### src/rtl/jt12_timers_ab_pkg.sv
// Shared constants and state encoding for the FM core Timer A / Timer B block.
package jt12_timers_ab_pkg;

    localparam int unsigned DEF_CNT_A_W   = 10;
    localparam int unsigned DEF_CNT_B_W   = 8;
    localparam int unsigned DEF_PRESC_B_W = 4;

    localparam logic [DEF_CNT_A_W-1:0] TERM_A = '1;
    localparam logic [DEF_CNT_B_W-1:0] TERM_B = '1;

    typedef enum logic {
        IDLE = 1'b0,
        RUN  = 1'b1
    } timer_state_t;

endpackage

### src/rtl/jt12_timer_cnt.sv
// One up-counting timer: load-edge detect, optional prescaler, reload on
// terminal count, overflow flag and a registered one-cycle overflow pulse.
module jt12_timer_cnt
    import jt12_timers_ab_pkg::*;
#(
    parameter int unsigned CNT_W   = 10,
    parameter int unsigned PRESC_W = 0
) (
    input  logic             clk,
    input  logic             rst,
    input  logic             clk_en,
    input  logic             zero,
    input  logic [CNT_W-1:0] value,
    input  logic             load,
    input  logic             enable_irq,
    input  logic             clr_flag,
    output logic             flag,
    output logic             overflow
);

    localparam int unsigned PW = (PRESC_W == 0) ? 1 : PRESC_W;
    localparam logic [CNT_W-1:0] TERM = '1;

    timer_state_t     state_q, state_d;
    logic [CNT_W-1:0] cnt_q, cnt_d;
    logic [PW-1:0]    presc_q, presc_d;
    logic             flag_d;
    logic             ovf_c;
    logic             adv_c;

    // Counter advance qualifier: every tick, or only on prescaler wrap
    generate
        if (PRESC_W == 0) begin : g_no_presc
            assign adv_c = 1'b1;
        end else begin : g_presc
            assign adv_c = &presc_q;
        end
    endgenerate

    always_comb begin
        state_d = load ? RUN : IDLE;
        cnt_d   = cnt_q;
        presc_d = presc_q;
        ovf_c   = 1'b0;
        flag_d  = flag;

        // Idle or fresh start holds the reload value; a coincident tick is dropped
        if (!load || state_q == IDLE) begin
            cnt_d   = value;
            presc_d = '0;
        end else if (zero) begin
            presc_d = presc_q + PW'(1);
            if (adv_c) begin
                if (cnt_q == TERM) begin
                    ovf_c = 1'b1;
                    cnt_d = value;
                end else begin
                    cnt_d = cnt_q + CNT_W'(1);
                end
            end
        end

        // Set beats clear so an overflow is never lost
        if (ovf_c && enable_irq) begin
            flag_d = 1'b1;
        end else if (clr_flag) begin
            flag_d = 1'b0;
        end
    end

    always_ff @(posedge clk) begin
        if (rst) begin
            state_q  <= IDLE;
            cnt_q    <= '0;
            presc_q  <= '0;
            flag     <= 1'b0;
            overflow <= 1'b0;
        end else if (clk_en) begin
            state_q  <= state_d;
            cnt_q    <= cnt_d;
            presc_q  <= presc_d;
            flag     <= flag_d;
            overflow <= ovf_c;
        end
    end

endmodule

### src/rtl/jt12_timers_ab.sv
// Timer A / Timer B pair with the shared registered active-low interrupt.
module jt12_timers_ab
    import jt12_timers_ab_pkg::*;
#(
    parameter int unsigned CNT_A_W   = DEF_CNT_A_W,
    parameter int unsigned CNT_B_W   = DEF_CNT_B_W,
    parameter int unsigned PRESC_B_W = DEF_PRESC_B_W
) (
    input  logic               rst,
    input  logic               clk,
    input  logic               clk_en,
    input  logic               zero,
    input  logic [CNT_A_W-1:0] value_A,
    input  logic [CNT_B_W-1:0] value_B,
    input  logic               load_A,
    input  logic               load_B,
    input  logic               enable_irq_A,
    input  logic               enable_irq_B,
    input  logic               clr_flag_A,
    input  logic               clr_flag_B,
    output logic               flag_A,
    output logic               flag_B,
    output logic               overflow_A,
    output logic               irq_n
);

    logic overflow_b_unused;

    jt12_timer_cnt #(
        .CNT_W   (CNT_A_W),
        .PRESC_W (0)
    ) u_timer_a (
        .clk        (clk),
        .rst        (rst),
        .clk_en     (clk_en),
        .zero       (zero),
        .value      (value_A),
        .load       (load_A),
        .enable_irq (enable_irq_A),
        .clr_flag   (clr_flag_A),
        .flag       (flag_A),
        .overflow   (overflow_A)
    );

    jt12_timer_cnt #(
        .CNT_W   (CNT_B_W),
        .PRESC_W (PRESC_B_W)
    ) u_timer_b (
        .clk        (clk),
        .rst        (rst),
        .clk_en     (clk_en),
        .zero       (zero),
        .value      (value_B),
        .load       (load_B),
        .enable_irq (enable_irq_B),
        .clr_flag   (clr_flag_B),
        .flag       (flag_B),
        .overflow   (overflow_b_unused)
    );

    // Interrupt follows the flags one clk_en cycle later
    always_ff @(posedge clk) begin
        if (rst) begin
            irq_n <= 1'b1;
        end else if (clk_en) begin
            irq_n <= ~(flag_A | flag_B);
        end
    end

endmodule

### config.mk
export PLATFORM = sky130hd
export DESIGN_NAME = jt12_timers_ab
export DESIGN_NICKNAME = d
export VERILOG_FILES = /design/src/rtl/jt12_timers_ab_pkg.sv /design/src/rtl/jt12_timer_cnt.sv /design/src/rtl/jt12_timers_ab.sv
export SDC_FILE = /design/constraint.sdc
export NUM_CORES = 1
export LEC_CHECK = 0
export ABC_CLOCK_PERIOD_IN_PS = 2100
export BUFFER_PORTS_ARGS = -buffer_cell sky130_fd_sc_hd__buf_2
export CAP_MARGIN = 40
export CORE_MARGIN = 2
export CORE_UTILIZATION = 55
export CTS_CLUSTER_SIZE = 25
export DETAILED_ROUTE_END_ITERATION = 12
export PLACE_DENSITY = 0.86
export SLEW_MARGIN = 10
export SYNTH_ARGS = -nofsm -noshare
export SYNTH_HDL_FRONTEND = slang
export SYNTH_SLANG_ARGS = --single-unit
### constraint.sdc
create_clock -name clk -period 2.1 [get_ports clk]
set_input_delay 0 -clock clk [delete_from_list [all_inputs] [get_ports clk]]
set_output_delay 0 -clock clk [all_outputs]
set_load 0.01 [all_outputs]
==> impl_metrics.ini <==
[global_routing]
grt_pass1_vias = 1604
antenna_found_initial = 0
grt_start_max_net_pins = 31
grt_overflow = 0
grt_usage_pct = 26.64
grt_pass1_wl_um = 7245

[critical_path]
worstPathArrival_ns = 2.12
path_max_fanout = 5
rr_worst_depth = 5
cp-start-kind = flop
required_ns = 2.35
worst-setup-path-type = flop to flop
critPathCaptureType = flop

[clocking]
clockBufferDepth = 2
cts_buffers = 3
cts_root_buf = clkbuf_4
cts-hold-fix-buffers = 19
insertion_delay_ns = 0.34
post_cts_buffers = 0
clock_sinks = 28
cts_tree = yes
clk_pin_slew_ns = 0.16
cts_repair_resize_count = 0
htreeDepth = 1

[placement]
port_buffers = 31
hpwl_um = 2865
gp_congestion = 0.9113

[cells_and_area]
fin_util_pct = 73.28
fin_nets = 292
antenna_cells = 0
layout-area-overhead-vs-synth_pct = 23.44
final_layout_size_suffix_gt1_share_pct = 16.15

[sta]
period_needed_ns = 1.870
finalHoldViolCount = 0
drv_slew = 0
tightest_slew_ns = 0.5561
final-setup-viol-count = 0
slew_headroom_pct = 62.92
fmax_mhz = 534.6
post-route-period-util_pct = 89.07
tns_ns = 0
skew_ns = 0.01039
rsz0062_at_grt = no

[routing]
wl_um = 4393
postRouteAntennaNets = 0
via_per_inst = 6.371
drcViolationCount = 0
wl_per_cell_um = 15.10
vias = 1854
drt_pass1_iterations = 5
drtIter0Drc = 153

[worst_hold_path]
holdPathStages = 3
hold_path.class = input port to flop

[yosys]
synthFlopType = dfxtp_1
yosysWarnings = 0
ys_types = 44
synth-edff-count = 0
syn_area_mm2 = 0.001665
ys_ff_latch = 28
syn_inst = 214
syn_avg_cell_area_um2 = 7.782
synth_area_leaders = dfxtp_1 (34%), nand2_1 (5.2%), a21oi_1 (4.8%)
synth_top_area_share_pct = 33.66
synth_nets = 245
synth-async-reset-ratio_pct = 0
yosys.area.top_type = dfxtp_1
yosysSeqAreaShare_pct = 33.66

[flow_run]
maxCapViolCount = 0

[die]
rows = 19
ios = 32
dieArea_mm2 = 0.003484
fp.coreArea_mm2 = 0.002805
initial_utilization_pct = 59.37
die-width_um = 59.03
die_h_um = 59.03

[pwr]
ir_worst_vdd_v = 0.0005275
p_per_area_mw_per_mm2 = 510.1
leakagePower_nw = 0.7942

[outcome]
status = completed
==> metrics by stage <==
step | power, mW | setup slack, ns | hold WS [ns] | instance area (um^2) | std cells
finish | 1.049 | 0.2296 | 0.009535 | 2056 | 291
global route | 1.095 | 0.1282 | 0.004032 | 2056 | 291
CTS | 1.041 | 0.2440 | 0.004657 | 2056 | 291
detailed placement | 0.7544 | 0.2731 | 0.2530 | 1829 | 268
global placement | 0.7497 | 0.3325 | 0.2508 | 1829 | 268
floorplan | 0.6970 | 0.4642 | 0.1411 | 1665 | 214
==> cells by family (layout without fill, tap and decap cells) <==
kind of cell / after synthesis / after routing / synth area share [%]
AOI/OAI and AO/OA: 66 / 66 / 27.27
adders and majority gates: 3 / 3 / 2.254
buffers and inverters: 17 / 63 / 4.733
DFF: 28 / 28 / 33.66
muxes: 2 / 2 / 1.202
and+or+nand+nor: 98 / 98 / 30.88
==> cell type report <==
| class | instances | area, um^2 |
|---|---|---|
| tap | 31 | 38.79 |
| fill | 218 | 749.5 |
| clock buffer | 4 | 36.28 |
| sequential | 28 | 560.5 |
| multi-input combinational | 169 | 1026 |
| inverter | 5 | 18.77 |
| timing repair buffer | 54 | 375.4 |
==> Yosys cell counts, drive strengths merged (2+ instances only) <==
| library cell | instances |
|---|---|
| a211oi | 2 |
| a21oi | 16 |
| a22o | 2 |
| a22oi | 2 |
| a311oi | 4 |
| a31oi | 7 |
| a32oi | 2 |
| and2 | 6 |
| and3 | 7 |
| and4 | 3 |
| buf | 3 |
| clkbuf | 9 |
| dfxtp | 28 |
| ha | 3 |
| inv | 5 |
| mux2i | 2 |
| nand2 | 23 |
| nand2b | 5 |
| nand3 | 13 |
| nand4 | 6 |
| nor2 | 15 |
| nor2b | 3 |
| nor3 | 4 |
| nor3b | 5 |
| nor4 | 2 |
| o21ai | 11 |
| o22ai | 3 |
| o2bb2ai | 3 |
| o31ai | 2 |
| o32ai | 4 |
| or3 | 3 |
| or4 | 2 |
==> worst max-delay path: stages (launching register included) <==
cell and delay [ns]:
dfxtp_1 0.38, ha_1 0.25, and4_1 0.24, a31oi_1 0.42
o22ai_1 0.16, a2111oi_2 0.35
==> state kept, by name (all words and copies together) (netlist names) <==
signal	count
irq_n	1
u_timer_a.state_q	1
u_timer_a.overflow	1
u_timer_b.flag	1
u_timer_a.flag	1
u_timer_a.cnt_q	10
u_timer_b.cnt_q	8
u_timer_b.state_q	1
u_timer_b.presc_q	4
==> layer usage <==
metal	global-route usage, %	part of all wire, %	vias to the layer above
met4	6.169	0.82	0
li1	-	-	909
met3	5.895	7.9	4
met1	38.06	47	850
met2	41.11	44	91
met5	0	0	-
==> cell usage in the layout (no fill, tap or decap), drive strengths merged, types with 5 or more instances in the layout <==
cell / count
a21oi: 16
a31oi: 7
and2: 6
and3: 7
buf: 35
dfxtp: 28
dlygate4sd3: 19
inv: 5
nand2: 23
nand2b: 5
nand3: 13
nand4: 6
nor2: 15
nor3b: 5
o21ai: 11
==> path summary, 6_finish.rpt <==
path	startpoint	endpoint	slack (ns)
max	u_timer_a.cnt_q[0]	u_timer_a.cnt_q[9]	0.23
min	value_A[7]	u_timer_a.cnt_q[7]	0.01
max reg2reg	u_timer_a.cnt_q[0]	u_timer_a.cnt_q[9]	0.23
min reg2reg	u_timer_a.flag	u_timer_a.flag	0.48
==> power by group <==
part	switching (mW)	internal, mW
logic	0.0909	0.0907
clock network	0.166	0.106
registers	0.0365	0.558
No activity file was read; power rests on OpenSTA's default activity.
